$ cat config.mk
export PLATFORM = sky130hd
export DESIGN_NAME = vga_timing_ctrl_flat
export DESIGN_NICKNAME = d
export VERILOG_FILES = /design/src/rtl/vga_timing_ctrl_if.sv /design/src/rtl/vga_timing_ctrl.sv /design/src/flat_wrapper.sv
export SDC_FILE = /design/constraint.sdc
export NUM_CORES = 1
export LEC_CHECK = 0
export CORE_AREA = 10 10 107 71
export CTS_CLUSTER_SIZE = 16
export DETAILED_ROUTE_END_ITERATION = 7
export DIE_AREA = 0 0 117 81
export DONT_BUFFER_PORTS = 1
export PLACE_DENSITY = 0.69
export SKIP_CTS_REPAIR_TIMING = 1
export SYNTH_ARGS = -nofsm -noshare
export SYNTH_HDL_FRONTEND = slang
export SYNTH_SLANG_ARGS = --single-unit
export TNS_END_PERCENT = 10
$ cat constraint.sdc
create_clock -name clk -period 2.1 [get_ports clk]
set_clock_uncertainty 0.1 [all_clocks]
set_input_delay 0.42 -clock clk [delete_from_list [all_inputs] [get_ports clk]]
set_output_delay 0.42 -clock clk [all_outputs]
set_load 0.05 [all_outputs]
$ cat src/rtl/vga_timing_ctrl_if.sv
// Pixel/colour/DAC signal bundle between vga_timing_ctrl and its consumers.
// master: the timing controller. slave: the object mux / DAC side.
// Optional macro VGA_TEST_PATTERN_EN adds the testMode select line.
interface vga_timing_ctrl_if;
`ifdef VGA_TEST_PATTERN_EN
  logic        testMode;
`endif
  logic [7:0]  redIn;
  logic [7:0]  greenIn;
  logic [7:0]  blueIn;
  logic [10:0] pixelX;
  logic [10:0] pixelY;
  logic        startOfFrame;
  logic        oVGA_HS;
  logic        oVGA_VS;
  logic        oVGA_BLANK_N;
  logic [7:0]  oVGA_R;
  logic [7:0]  oVGA_G;
  logic [7:0]  oVGA_B;

  modport master (
`ifdef VGA_TEST_PATTERN_EN
    input  testMode,
`endif
    input  redIn, greenIn, blueIn,
    output pixelX, pixelY, startOfFrame,
    output oVGA_HS, oVGA_VS, oVGA_BLANK_N, oVGA_R, oVGA_G, oVGA_B
  );

  modport slave (
`ifdef VGA_TEST_PATTERN_EN
    output testMode,
`endif
    output redIn, greenIn, blueIn,
    input  pixelX, pixelY, startOfFrame,
    input  oVGA_HS, oVGA_VS, oVGA_BLANK_N, oVGA_R, oVGA_G, oVGA_B
  );
endinterface

$ cat src/rtl/vga_timing_ctrl.sv
// VGA timing generator and DAC output stage.
// Counts pixels/lines, publishes pixelX/pixelY/startOfFrame, delays the region
// flags by PIPE_DELAY clocks so they line up with the colour returned by the
// object mux, then registers sync/blank/RGB onto the DAC pins.
// Optional macro VGA_TEST_PATTERN_EN: adds testMode, which replaces the incoming
// colour on visible pixels by 8 vertical colour bars (80 pixels wide each).
module vga_timing_ctrl #(
  parameter int unsigned H_ACTIVE   = 640,
  parameter int unsigned H_FP       = 16,
  parameter int unsigned H_SYNC     = 96,
  parameter int unsigned H_BP       = 48,
  parameter int unsigned V_ACTIVE   = 480,
  parameter int unsigned V_FP       = 10,
  parameter int unsigned V_SYNC     = 2,
  parameter int unsigned V_BP       = 33,
  parameter int unsigned PIPE_DELAY = 2
) (
  input logic                clk,
  input logic                resetN,
  vga_timing_ctrl_if.master  vga_io
);

  localparam int unsigned HTotal = H_ACTIVE + H_FP + H_SYNC + H_BP;
  localparam int unsigned VTotal = V_ACTIVE + V_FP + V_SYNC + V_BP;

  logic [10:0] hcnt_q, hcnt_d;
  logic [10:0] vcnt_q, vcnt_d;
  logic        sof_q, sof_d;

  logic active, hs, vs;

  logic [PIPE_DELAY-1:0] act_pipe_q, act_pipe_d;
  logic [PIPE_DELAY-1:0] hs_pipe_q, hs_pipe_d;
  logic [PIPE_DELAY-1:0] vs_pipe_q, vs_pipe_d;
  logic act_dly, hs_dly, vs_dly;

  logic        hs_n_q, vs_n_q, blank_n_q;
  logic [23:0] rgb_q, rgb_d;

  // Pixel/line counters; startOfFrame is registered from the next count so it
  // is high exactly while the current count is the last pixel of the frame.
  always_comb begin
    hcnt_d = hcnt_q + 11'd1;
    vcnt_d = vcnt_q;
    if (hcnt_q == 11'(HTotal - 1)) begin
      hcnt_d = '0;
      if (vcnt_q == 11'(VTotal - 1)) begin
        vcnt_d = '0;
      end else begin
        vcnt_d = vcnt_q + 11'd1;
      end
    end
    sof_d = (hcnt_d == 11'(HTotal - 1)) && (vcnt_d == 11'(VTotal - 1));
  end

  // Counter state.
  always_ff @(posedge clk or negedge resetN) begin
    if (!resetN) begin
      hcnt_q <= '0;
      vcnt_q <= '0;
      sof_q  <= 1'b0;
    end else begin
      hcnt_q <= hcnt_d;
      vcnt_q <= vcnt_d;
      sof_q  <= sof_d;
    end
  end

  // Region flags of the coordinate currently presented.
  always_comb begin
    active = (hcnt_q < 11'(H_ACTIVE)) && (vcnt_q < 11'(V_ACTIVE));
    hs     = (hcnt_q >= 11'(H_ACTIVE + H_FP)) && (hcnt_q < 11'(H_ACTIVE + H_FP + H_SYNC));
    vs     = (vcnt_q >= 11'(V_ACTIVE + V_FP)) && (vcnt_q < 11'(V_ACTIVE + V_FP + V_SYNC));
  end

  // Flag delay line: stage 0 takes the live flags, each later stage the previous.
  always_comb begin
    act_pipe_d    = act_pipe_q;
    hs_pipe_d     = hs_pipe_q;
    vs_pipe_d     = vs_pipe_q;
    act_pipe_d[0] = active;
    hs_pipe_d[0]  = hs;
    vs_pipe_d[0]  = vs;
    for (int i = 1; i < PIPE_DELAY; i++) begin
      act_pipe_d[i] = act_pipe_q[i-1];
      hs_pipe_d[i]  = hs_pipe_q[i-1];
      vs_pipe_d[i]  = vs_pipe_q[i-1];
    end
  end

  // Delay line state; reset fills it with blanking so no stale colour escapes.
  always_ff @(posedge clk or negedge resetN) begin
    if (!resetN) begin
      act_pipe_q <= '0;
      hs_pipe_q  <= '0;
      vs_pipe_q  <= '0;
    end else begin
      act_pipe_q <= act_pipe_d;
      hs_pipe_q  <= hs_pipe_d;
      vs_pipe_q  <= vs_pipe_d;
    end
  end

  assign act_dly = act_pipe_q[PIPE_DELAY-1];
  assign hs_dly  = hs_pipe_q[PIPE_DELAY-1];
  assign vs_dly  = vs_pipe_q[PIPE_DELAY-1];

`ifdef VGA_TEST_PATTERN_EN
  logic [10:0] x_pipe_q [PIPE_DELAY];
  logic        test_mode_q;
  logic [2:0]  bar;

  // Delayed pixelX (for the bar index) and the registered test-mode select.
  always_ff @(posedge clk or negedge resetN) begin
    if (!resetN) begin
      for (int i = 0; i < PIPE_DELAY; i++) begin
        x_pipe_q[i] <= '0;
      end
      test_mode_q <= 1'b0;
    end else begin
      x_pipe_q[0] <= hcnt_q;
      for (int i = 1; i < PIPE_DELAY; i++) begin
        x_pipe_q[i] <= x_pipe_q[i-1];
      end
      test_mode_q <= vga_io.testMode;
    end
  end

  // Only meaningful on visible pixels, where x < 640 keeps the index in 0..7.
  assign bar = 3'(x_pipe_q[PIPE_DELAY-1] / 11'd80);
`endif

  // Colour selection: blanked outside the visible area.
  always_comb begin
    rgb_d = '0;
    if (act_dly) begin
      rgb_d = {vga_io.redIn, vga_io.greenIn, vga_io.blueIn};
`ifdef VGA_TEST_PATTERN_EN
      if (test_mode_q) begin
        rgb_d = {{8{bar[2]}}, {8{bar[1]}}, {8{bar[0]}}};
      end
`endif
    end
  end

  // DAC output register; syncs are active low, idle high in reset.
  always_ff @(posedge clk or negedge resetN) begin
    if (!resetN) begin
      hs_n_q    <= 1'b1;
      vs_n_q    <= 1'b1;
      blank_n_q <= 1'b0;
      rgb_q     <= '0;
    end else begin
      hs_n_q    <= ~hs_dly;
      vs_n_q    <= ~vs_dly;
      blank_n_q <= act_dly;
      rgb_q     <= rgb_d;
    end
  end

  assign vga_io.pixelX       = hcnt_q;
  assign vga_io.pixelY       = vcnt_q;
  assign vga_io.startOfFrame = sof_q;
  assign vga_io.oVGA_HS      = hs_n_q;
  assign vga_io.oVGA_VS      = vs_n_q;
  assign vga_io.oVGA_BLANK_N = blank_n_q;
  assign vga_io.oVGA_R       = rgb_q[23:16];
  assign vga_io.oVGA_G       = rgb_q[15:8];
  assign vga_io.oVGA_B       = rgb_q[7:0];

endmodule

$ cat src/flat_wrapper.sv
// flat-port wrapper written by rule: the top's interface ports become plain ports
module vga_timing_ctrl_flat 
#(
  parameter int unsigned H_ACTIVE   = 640,
  parameter int unsigned H_FP       = 16,
  parameter int unsigned H_SYNC     = 96,
  parameter int unsigned H_BP       = 48,
  parameter int unsigned V_ACTIVE   = 480,
  parameter int unsigned V_FP       = 10,
  parameter int unsigned V_SYNC     = 2,
  parameter int unsigned V_BP       = 33,
  parameter int unsigned PIPE_DELAY = 2
)
  (clk, resetN, vga_io_redIn, vga_io_greenIn, vga_io_blueIn, vga_io_pixelX, vga_io_pixelY, vga_io_startOfFrame, vga_io_oVGA_HS, vga_io_oVGA_VS, vga_io_oVGA_BLANK_N, vga_io_oVGA_R, vga_io_oVGA_G, vga_io_oVGA_B);
  vga_timing_ctrl_if vga_io_i ();
  input logic clk;
  input logic resetN;
  input wire logic [$bits(vga_io_i.redIn)-1:0] vga_io_redIn;
  input wire logic [$bits(vga_io_i.greenIn)-1:0] vga_io_greenIn;
  input wire logic [$bits(vga_io_i.blueIn)-1:0] vga_io_blueIn;
  output wire logic [$bits(vga_io_i.pixelX)-1:0] vga_io_pixelX;
  output wire logic [$bits(vga_io_i.pixelY)-1:0] vga_io_pixelY;
  output wire logic [$bits(vga_io_i.startOfFrame)-1:0] vga_io_startOfFrame;
  output wire logic [$bits(vga_io_i.oVGA_HS)-1:0] vga_io_oVGA_HS;
  output wire logic [$bits(vga_io_i.oVGA_VS)-1:0] vga_io_oVGA_VS;
  output wire logic [$bits(vga_io_i.oVGA_BLANK_N)-1:0] vga_io_oVGA_BLANK_N;
  output wire logic [$bits(vga_io_i.oVGA_R)-1:0] vga_io_oVGA_R;
  output wire logic [$bits(vga_io_i.oVGA_G)-1:0] vga_io_oVGA_G;
  output wire logic [$bits(vga_io_i.oVGA_B)-1:0] vga_io_oVGA_B;
  assign vga_io_i.redIn = vga_io_redIn;
  assign vga_io_i.greenIn = vga_io_greenIn;
  assign vga_io_i.blueIn = vga_io_blueIn;
  assign vga_io_pixelX = vga_io_i.pixelX;
  assign vga_io_pixelY = vga_io_i.pixelY;
  assign vga_io_startOfFrame = vga_io_i.startOfFrame;
  assign vga_io_oVGA_HS = vga_io_i.oVGA_HS;
  assign vga_io_oVGA_VS = vga_io_i.oVGA_VS;
  assign vga_io_oVGA_BLANK_N = vga_io_i.oVGA_BLANK_N;
  assign vga_io_oVGA_R = vga_io_i.oVGA_R;
  assign vga_io_oVGA_G = vga_io_i.oVGA_G;
  assign vga_io_oVGA_B = vga_io_i.oVGA_B;
  vga_timing_ctrl #(.H_ACTIVE(H_ACTIVE), .H_FP(H_FP), .H_SYNC(H_SYNC), .H_BP(H_BP), .V_ACTIVE(V_ACTIVE), .V_FP(V_FP), .V_SYNC(V_SYNC), .V_BP(V_BP), .PIPE_DELAY(PIPE_DELAY)) u_core (.clk(clk), .resetN(resetN), .vga_io(vga_io_i));
endmodule
==> reports/qor.txt, run 1 <==
width of the chip -> 117 um
routed via count divided by cell count -> 5.45
total half-perimeter wirelength after legalization and detailed placement -> 4620 um
top cell type by total area after synthesis -> sky130_fd_sc_hd__dfrtp_1
GPL Wtd Cong -> 0.872
Fin. Hold Viols -> 0
overall power consumption -> 1.83 mW
fillers -> 527
final setup violating endpoints -> 0
pin count of the biggest net entering global routing -> 57
leakage component of the power -> 1.31 nW
final setup slack of the worst path -> 46.1 ps
RSZ-0062 raised after global routing -> true
multi-input combinational cell area -> 1030 um2
data required time of the worst path -> 2210 ps
insertion delay of the later-clocked pin in the worst-skew pair -> 320 ps
Fmax achieved -> 487 MHz
total power per unit cell area -> 630 nW/um2
area growth from synthesis to layout -> 18.3%
Worst EP arrival -> 2160 ps
worst slack at placement -> -39.4 ps
number of flip-flops and latches in the synthesized netlist -> 56
portion of synthesized cell area occupied by the leading cell type -> 0.550
async set-or-reset flop fraction in the synthesized netlist -> 1.00
Net Count, Synth -> 243
adder and majority gate portion of the synthesized area -> 0.0255
Final Max Tran Viols -> 0
global-route wire length before repair -> 9110 um
number of buffers created by CTS -> 5
initial antenna violation count -> 0
number of port buffers -> 0
num ports -> 76
worst-path fanout max -> 5
Netlist cell types -> 47
number of nets in the layout -> 272
Post-synth EDFFs -> 0
sequential cell area in the final layout -> 1420 um2
sequential element share of the synthesized area -> 0.572
most used flip-flop cell after synthesis -> sky130_fd_sc_hd__dfrtp_1
mux cell area share after synthesis -> 0.00866
synthesized-area fraction occupied by ao, oa, aoi and oai cells -> 0.0642
# clock sinks -> 56
drt total wl -> 6050 um
number of instances in the synthesized netlist -> 212
setup_tns -> 0 ps
cell area after technology mapping -> 2450 um2
Least-Margin Pin Slew -> 508 ps
clock edge transition at the registers on the reported setup and hold paths -> 100 ps
most frequently used cell type in the post-synthesis netlist -> sky130_fd_sc_hd__dfrtp_1
Max rail drop VDD -> 0.000261 V
final critical path time including I/O delays and setup -> 2050 ps
clock root cell -> sky130_fd_sc_hd__clkbuf_8
yosys synthesis warning count -> 0
simple-gate share of the synthesized area -> 0.239
post-route core utilization -> 0.503
buffer depth of the longest clock path -> 2
fraction of final layout cells sized beyond drive strength 1 -> 0.293
number of cells on the worst hold path -> 1
crit path capture type -> flop
top cell types by occurrence after synthesis -> sky130_fd_sc_hd__dfrtp_1, sky130_fd_sc_hd__and2_1, sky130_fd_sc_hd__nor2_1
number of iterations in the first detailed-routing pass -> 4
standard-cell row count -> 22
worst slew margin relative to its limit -> 0.662
vias in the first global route -> 1702
combinational family with the most area after synthesis -> simple AND/OR/NAND/NOR gates
die outline area -> 9480 um2
path type of the worst min-delay path -> in2reg
crit start category -> flop
Overflow after GRT -> 0
run status -> completed
Routed Antenna Nets -> 0
Period Utilization, post-route -> 0.978
overall track demand over capacity in global routing -> 0.125
largest cells by area after synthesis -> sky130_fd_sc_hd__dfrtp_1, sky130_fd_sc_hd__and2_1, sky130_fd_sc_hd__xnor2_1
XOR/XNOR share of the synthesized area -> 0.0535
Die Y-Extent -> 81 um
core box area -> 5780 um2
Diodes inserted -> 0
average cell area after synthesis -> 11.6 um2
H-tree level count -> 2
1st-iter DRT viols -> 148
CTS tree -> built
max-cap check violation count -> 0
r2r worst-path depth -> 6
type of the setup path with the least slack -> reg2reg
effective utilization at floorplan -> 0.425
final routed wire length divided by cell count -> 19.3 um
via count -> 1712
count of unresolved DRC violations after routing -> 0
[path summary, 6_finish.rpt]
path                                              start                    endpoint  slack (ps)
worst max-delay path            u_core.vga_io.pixelX[6]  u_core.vga_io.startOfFrame          50
worst min-delay path                  vga_io_greenIn[2]            u_core.rgb_q[10]         140
worst max register to register  u_core.vga_io.pixelX[6]  u_core.vga_io.startOfFrame          50
worst min register to register      u_core.vs_pipe_q[1]       u_core.vga_io.oVGA_VS         260
max in group asynchronous                        resetN       u_core.vga_io.oVGA_HS        1100
min in group asynchronous                        resetN     u_core.vga_io.pixelX[8]         530
[area by class of cell]
cell class | count | area share
Clock inverter | 3 | 0.00775
Multi-Input combinational cell | 139 | 0.353
Timing Repair Buffer | 30 | 0.0853
Inverter | 9 | 0.0116
Sequential cell | 56 | 0.488
Clock buffer | 5 | 0.0237
Tap cell | 72 | 0.0310
[stage by stage]
| step | instances | hold slack, ps | instance area, um2 |
|---|---|---|---|
| 2_1_floorplan | 212 | 24.4 | 2480 |
| 3_3_place_gp | 303 | 26.2 | 2720 |
| 3_5_place_dp | 303 | 26.3 | 2720 |
| 4_1_cts | 311 | -324 | 2810 |
| 5_1_grt | 314 | 115 | 2910 |
| 6_report | 314 | 137 | 2910 |
[cell usage in the layout, fill, tap and decap left out, types with 4 or more instances in the layout]
master                     Yosys  final
sky130_fd_sc_hd__and2_1       24     24
sky130_fd_sc_hd__and3_1        9      7
sky130_fd_sc_hd__buf_4         1     28
sky130_fd_sc_hd__clkbuf_8      0      5
sky130_fd_sc_hd__dfrtp_1      54     44
sky130_fd_sc_hd__dfrtp_2       0     10
sky130_fd_sc_hd__ha_1          5      4
sky130_fd_sc_hd__inv_1         9      8
sky130_fd_sc_hd__nand2_1      10     10
sky130_fd_sc_hd__nand3_1       8      8
sky130_fd_sc_hd__nand4_1       4      4
sky130_fd_sc_hd__nor2_1       11     10
sky130_fd_sc_hd__nor3_1        5      5
sky130_fd_sc_hd__o21ai_0       7      4
sky130_fd_sc_hd__xnor2_1      10     10
sky130_fd_sc_hd__xor2_1        5      5
[report_power, final]
part | internal (mW) | switching (mW) | leakage [nW]
logic | 0.0186 | 0.0259 | 0.588
clock network | 0.240 | 0.351 | 0.0485
registers | 1.10 | 0.0970 | 0.674
total | 1.36 | 0.474 | 1.31
[worst max-delay path, cell delays in order (launching register included)]
cell	delay, ps
sky130_fd_sc_hd__dfrtp_2	410
sky130_fd_sc_hd__and4bb_2	360
sky130_fd_sc_hd__and4_4	290
sky130_fd_sc_hd__nand4_1	120
sky130_fd_sc_hd__xnor2_1	150
sky130_fd_sc_hd__nand4b_1	190
sky130_fd_sc_hd__nor4_2	330
[per-layer routing]
metal,global-route usage,vias to the layer above,share of wire
li1,-,788,-
met1,0.172,848,0.46
met2,0.185,71,0.44
met3,0.0405,5,0.096
met4,0.0393,0,0.0076
met5,0,-,0
[sequential cells by signal, indices dropped and copies added (netlist names)]
name,cells
u_core.vga_io.startOfFrame,1
u_core.vga_io.oVGA_BLANK_N,1
u_core.vga_io.pixelX,11
u_core.vga_io.pixelY,11
u_core.act_pipe_q,2
u_core.vga_io.oVGA_HS,1
u_core.vs_pipe_q,2
u_core.vga_io.oVGA_VS,1
u_core.hs_pipe_q,2
u_core.rgb_q,24
[cells by family (layout without fill, tap and decap cells)]
kind of cell,Yosys count,after routing
flops,56,56
fa+ha+maj,5,5
mux,2,2
compound gates,23,23
xor+xnor,15,15
simple gates,93,94
buf+inv,18,47
(Power assumes the default switching activity.)
==> run 2, diff against run 1 <==
Settings changed: ABC_AREA set to 1, ABC_CLOCK_PERIOD_IN_PS set to 2100, CORE_AREA 10 10 107 71 to 10 10 109 72, DIE_AREA 0 0 117 81 to 0 0 119 82, PLACE_DENSITY 0.69 to 0.7.
==> reports/qor.txt, run 2 <==
run status -> completed
worst slew margin relative to its limit -> 0.539
number of cells in the design after placement -> 419
1st-iter DRT viols -> 183
crit path capture type -> flop
number of nets in the layout -> 375
register with the highest flop count -> u_core.rgb_q
clock root cell -> sky130_fd_sc_hd__clkbuf_8
number of flip-flops and latches in the synthesized netlist -> 56
average cell area after synthesis -> 8.21 um2
data required time of the worst path -> 2240 ps
max-cap check violation count -> 0
post-route cell area -> 2970 um2
effective utilization at floorplan -> 0.436
worst-path fanout max -> 4
standard-cell row count -> 22
number of instances in the synthesized netlist -> 313
type of the setup path with the least slack -> reg2reg
Netlist cell types -> 27
async set-or-reset flop fraction in the synthesized netlist -> 1.00
Die Y-Extent -> 82 um
overall track demand over capacity in global routing -> 0.130
cell area reported after detailed placement -> 2840 um2
width of the chip -> 119 um
vias in the first global route -> 1957
drt total wl -> 6160 um
Final Max Tran Viols -> 0
pin count of the biggest net entering global routing -> 57
H-tree level count -> 2
routed via count divided by cell count -> 4.70
area growth from synthesis to layout -> 15.5%
Worst EP arrival -> 2020 ps
final setup violating endpoints -> 0
largest cells by area after synthesis -> sky130_fd_sc_hd__dfrtp_1, sky130_fd_sc_hd__nand2_1, sky130_fd_sc_hd__inv_1
yosys synthesis warning count -> 0
most common library cell in the layout ignoring fill and taps -> sky130_fd_sc_hd__nand2_1
insertion delay of the later-clocked pin in the worst-skew pair -> 300 ps
clock edge transition at the registers on the reported setup and hold paths -> 100 ps
global-route wire length before repair -> 10200 um
path type of the worst min-delay path -> in2reg
total half-perimeter wirelength after legalization and detailed placement -> 4860 um
overall power consumption -> 1.83 mW
via count -> 2018
Overflow after GRT -> 0
total power per unit cell area -> 616 nW/um2
setup_tns -> 0 ps
Post-synth EDFFs -> 0
leakage component of the power -> 1.68 nW
Period Utilization, post-route -> 0.891
number of iterations in the first detailed-routing pass -> 4
source of the critical timing path -> u_core.vga_io.pixelX[1]
count of unresolved DRC violations after routing -> 0
# clock sinks -> 56
final routed wire length divided by cell count -> 14.4 um
number of flip-flops in the largest register -> 24
Diodes inserted -> 0
top cell type by total area after synthesis -> sky130_fd_sc_hd__dfrtp_1
cell area after technology mapping -> 2570 um2
number of non-filler instances in the completed layout -> 429
critical register-to-register path startpoint -> u_core.vga_io.pixelX[1]
initial antenna violation count -> 0
Least-Margin Pin Slew -> 691 ps
Fmax achieved -> 534 MHz
portion of synthesized cell area occupied by the leading cell type -> 0.526
die outline area -> 9760 um2
most used flip-flop cell after synthesis -> sky130_fd_sc_hd__dfrtp_1
Max rail drop VDD -> 0.000271 V
sequential cell area in the final layout -> 1400 um2
GPL Wtd Cong -> 0.913
multi-input combinational cell area -> 895 um2
CTS tree -> built
number of buffers created by CTS -> 5
core box area -> 5890 um2
top library cells by usage in the layout, fill and taps aside -> sky130_fd_sc_hd__nand2_1, sky130_fd_sc_hd__inv_1, sky130_fd_sc_hd__dfrtp_1
number of port buffers -> 0
Net Count, Synth -> 344
fraction of final layout cells sized beyond drive strength 1 -> 0.148
Routed Antenna Nets -> 0
Fin Hold WS -> 114 ps
num ports -> 76
sequential element share of the synthesized area -> 0.547
buffer depth of the longest clock path -> 2
fillers -> 578
crit start category -> flop
RSZ-0062 raised after global routing -> false
worst min-delay path startpoint -> vga_io_blueIn[2]
top cell types by occurrence after synthesis -> sky130_fd_sc_hd__nand2_1, sky130_fd_sc_hd__inv_1, sky130_fd_sc_hd__dfrtp_1
Fin. Hold Viols -> 0
most frequently used cell type in the post-synthesis netlist -> sky130_fd_sc_hd__nand2_1
final critical path time including I/O delays and setup -> 1870 ps
==> run 2: cell types whose count changed in the layout (fill, tap and decap cells not counted), moves of 4 or more <==
cell / change
sky130_fd_sc_hd__nor3_1: -4
sky130_fd_sc_hd__and2_1: -24
sky130_fd_sc_hd__dfrtp_1: +10
sky130_fd_sc_hd__xnor2_1: -10
sky130_fd_sc_hd__and3_1: -5
sky130_fd_sc_hd__inv_1: +55
sky130_fd_sc_hd__nor2_1: +24
sky130_fd_sc_hd__nand3_1: +15
sky130_fd_sc_hd__dfrtp_2: -10
sky130_fd_sc_hd__nand2_1: +82
==> run 2: worst paths after layout <==
path,depth (start not counted),slack [ps],end
min in group asynchronous,2,530,u_core.rgb_q[1]
worst max-delay path,11,230,u_core.vga_io.startOfFrame
worst min register to register,1,260,u_core.vga_io.oVGA_HS
max in group asynchronous,2,1090,u_core.vga_io.oVGA_HS
worst max register to register,11,230,u_core.vga_io.startOfFrame
worst min-delay path,2,110,u_core.rgb_q[2]
==> run 2: cells by family (layout without fill, tap and decap cells) <==
logic type	Yosys count	after routing	synth area share
buf+inv	70	102	0.105
xor+xnor	4	4	0.0136
compound gates	10	10	0.0234
simple gates	168	168	0.287
flops	56	56	0.547
fa+ha+maj	5	5	0.0244
==> run 2: worst max-delay path, stage by stage (launching register included) <==
cell and delay (ps):
sky130_fd_sc_hd__dfrtp_1 360, sky130_fd_sc_hd__buf_4 220, sky130_fd_sc_hd__nand3_1 170, sky130_fd_sc_hd__nor2_1 230
sky130_fd_sc_hd__nand2_1 80, sky130_fd_sc_hd__nand2_1 60, sky130_fd_sc_hd__nand3_1 110, sky130_fd_sc_hd__nor2_1 120
sky130_fd_sc_hd__nand2_1 60, sky130_fd_sc_hd__nor2_1 140, sky130_fd_sc_hd__nand2_1 90, sky130_fd_sc_hd__nor2_2 70
==> run 2: power breakdown <==
group	switching (mW)	leakage [nW]	internal (mW)
registers	0.0970	0.690	1.10
clock network	0.344	0.0456	0.239
logic	0.0319	0.944	0.0152
==> run 2: final cells by class <==
type	count	area share
Clock buffer	6	0.0245
Clock inverter	2	0.00464
Inverter	67	0.0848
Multi-Input combinational cell	187	0.302
Sequential cell	56	0.473
Tap cell	84	0.0354
Timing Repair Buffer	27	0.0759
==> run 2: metal layers <==
layer,global-route usage,vias up,wire (um)
li1,-,998,-
met1,0.179,929,2950
met2,0.193,89,2610
met3,0.0438,2,576
met4,0.0291,0,24
met5,0,-,0
==> run 2: stage by stage <==
step | setup WS, ps | util
detailed placement | 277 | 0.483
finish | 228 | 0.504
global route | 6.05 | 0.504
floorplan | 53.0 | -
CTS | 243 | 0.497
global placement | 311 | 0.483
==> run 3, diff against run 2 <==
Settings changed: PLACE_DENSITY 0.7 to unset, PLACE_DENSITY_LB_ADDON set to 0.3.
==> reports/qor.txt, run 3 (synthesis gave the netlist of run 2 again) <==
run status -> completed
total power per unit cell area -> 616 nW/um2
top library cells by usage in the layout, fill and taps aside -> sky130_fd_sc_hd__nand2_1, sky130_fd_sc_hd__inv_1, sky130_fd_sc_hd__dfrtp_1
effective utilization at floorplan -> 0.436
overall track demand over capacity in global routing -> 0.126
source of the critical timing path -> u_core.vga_io.pixelX[0]
register with the highest flop count -> u_core.rgb_q
Fmax achieved -> 549 MHz
Diodes inserted -> 0
# clock sinks -> 56
final setup violating endpoints -> 0
Period Utilization, post-route -> 0.868
clock root cell -> sky130_fd_sc_hd__clkbuf_8
worst-path fanout max -> 4
Overflow after GRT -> 0
type of the setup path with the least slack -> reg2reg
num ports -> 76
width of the chip -> 119 um
Routed Antenna Nets -> 0
Worst EP arrival -> 1970 ps
GPL Wtd Cong -> 0.883
number of iterations in the first detailed-routing pass -> 4
H-tree level count -> 2
global-route wire length before repair -> 9830 um
number of buffers created by CTS -> 5
fillers -> 580
number of nets in the layout -> 376
CTS tree -> built
Max rail drop VDD -> 0.000264 V
crit path capture type -> flop
Least-Margin Pin Slew -> 714 ps
via count -> 1996
clock edge transition at the registers on the reported setup and hold paths -> 100 ps
routed via count divided by cell count -> 4.64
standard-cell row count -> 22
RSZ-0062 raised after global routing -> false
number of flip-flops in the largest register -> 24
leakage component of the power -> 1.69 nW
die outline area -> 9760 um2
initial antenna violation count -> 0
crit start category -> flop
final critical path time including I/O delays and setup -> 1820 ps
final routed wire length divided by cell count -> 14.1 um
number of cells in the design after placement -> 420
reg-to-reg endpoint -> u_core.vga_io.startOfFrame
path type of the worst min-delay path -> in2reg
buffer depth of the longest clock path -> 2
fraction of final layout cells sized beyond drive strength 1 -> 0.153
count of unresolved DRC violations after routing -> 0
most common library cell in the layout ignoring fill and taps -> sky130_fd_sc_hd__nand2_1
r2r worst-path depth -> 11
Fin. Hold Viols -> 0
worst setup path end -> u_core.vga_io.startOfFrame
reg2reg setup slack -> 280 ps
max-cap check violation count -> 0
worst slew margin relative to its limit -> 0.524
setup_tns -> 0 ps
area growth from synthesis to layout -> 16.2%
critical register-to-register path startpoint -> u_core.vga_io.pixelX[0]
vias in the first global route -> 1865
Die Y-Extent -> 82 um
core box area -> 5890 um2
1st-iter DRT viols -> 228
total half-perimeter wirelength after legalization and detailed placement -> 4710 um
drt total wl -> 6050 um
number of non-filler instances in the completed layout -> 430
Final Max Tran Viols -> 0
data required time of the worst path -> 2250 ps
insertion delay of the later-clocked pin in the worst-skew pair -> 310 ps
number of port buffers -> 0
pin count of the biggest net entering global routing -> 57
## run 3: cell count changes in the layout (fill, tap and decap cells not counted), sizes merged
cell / previous run / this run
buf: 26 / 27
clkinv: 1 / 2
clkbuf: 6 / 5
## run 3: critical path: stages, from the launching register on
cell and delay [ps]:
sky130_fd_sc_hd__dfrtp_1 360, sky130_fd_sc_hd__buf_4 220, sky130_fd_sc_hd__nand3_1 180, sky130_fd_sc_hd__nor2_1 220
sky130_fd_sc_hd__nand2_1 70, sky130_fd_sc_hd__nand2_1 60, sky130_fd_sc_hd__nand3_1 100, sky130_fd_sc_hd__nor2_1 120
sky130_fd_sc_hd__nand2_1 50, sky130_fd_sc_hd__nor2_1 110, sky130_fd_sc_hd__nand2_1 70, sky130_fd_sc_hd__nor2_2 70
## run 3: area by class of cell
type,count,area [um2],share of cell area
clock buffer,5,68.8,0.0231
clock inverter,3,22.5,0.00755
inverter,67,251,0.0843
multi-input combinational,187,900,0.301
sequential,56,1400,0.470
tap,84,105,0.0352
timing repair buffer,28,233,0.0780
## run 3: power by group
part           total (mW)  internal (mW)  switching, mW
clock network       0.594          0.240          0.355
logic              0.0472         0.0152         0.0320
registers            1.20           1.10         0.0965
## run 3: how the worst min path moves through the flow
stage,start,endpoint,slack (ps),cells after the start
2_1_floorplan,resetN,u_core.act_pipe_q[0],20,0
3_3_place_gp,resetN,u_core.rgb_q[20],30,0
3_5_place_dp,resetN,u_core.rgb_q[16],30,0
4_1_cts,resetN,u_core.rgb_q[16],-320,0
5_1_grt,vga_io_blueIn[4],u_core.rgb_q[4],90,2
6_report,vga_io_redIn[1],u_core.rgb_q[17],110,2
## run 3: per-stage QoR
stage | cell area (um2) | utilization | total power [mW] | hold slack [ps] | setup WS (ps)
floorplan | 2570 | - | 1.23 | 24.4 | 53.0
global placement | 2850 | 0.484 | 1.24 | 26.2 | 248
detailed placement | 2850 | 0.484 | 1.24 | 26.3 | 174
CTS | 2940 | 0.499 | 1.84 | -321 | 147
global route | 2980 | 0.507 | 1.92 | 88.2 | 58.9
finish | 2980 | 0.507 | 1.84 | 109 | 278
## run 3: layer usage
layer | vias to the layer above | GRT usage | wire length (um)
li1 | 996 | - | -
met1 | 926 | 0.177 | 3010
met2 | 70 | 0.179 | 2550
met3 | 4 | 0.0473 | 462
met4 | 0 | 0.0279 | 25
met5 | - | 0 | 0
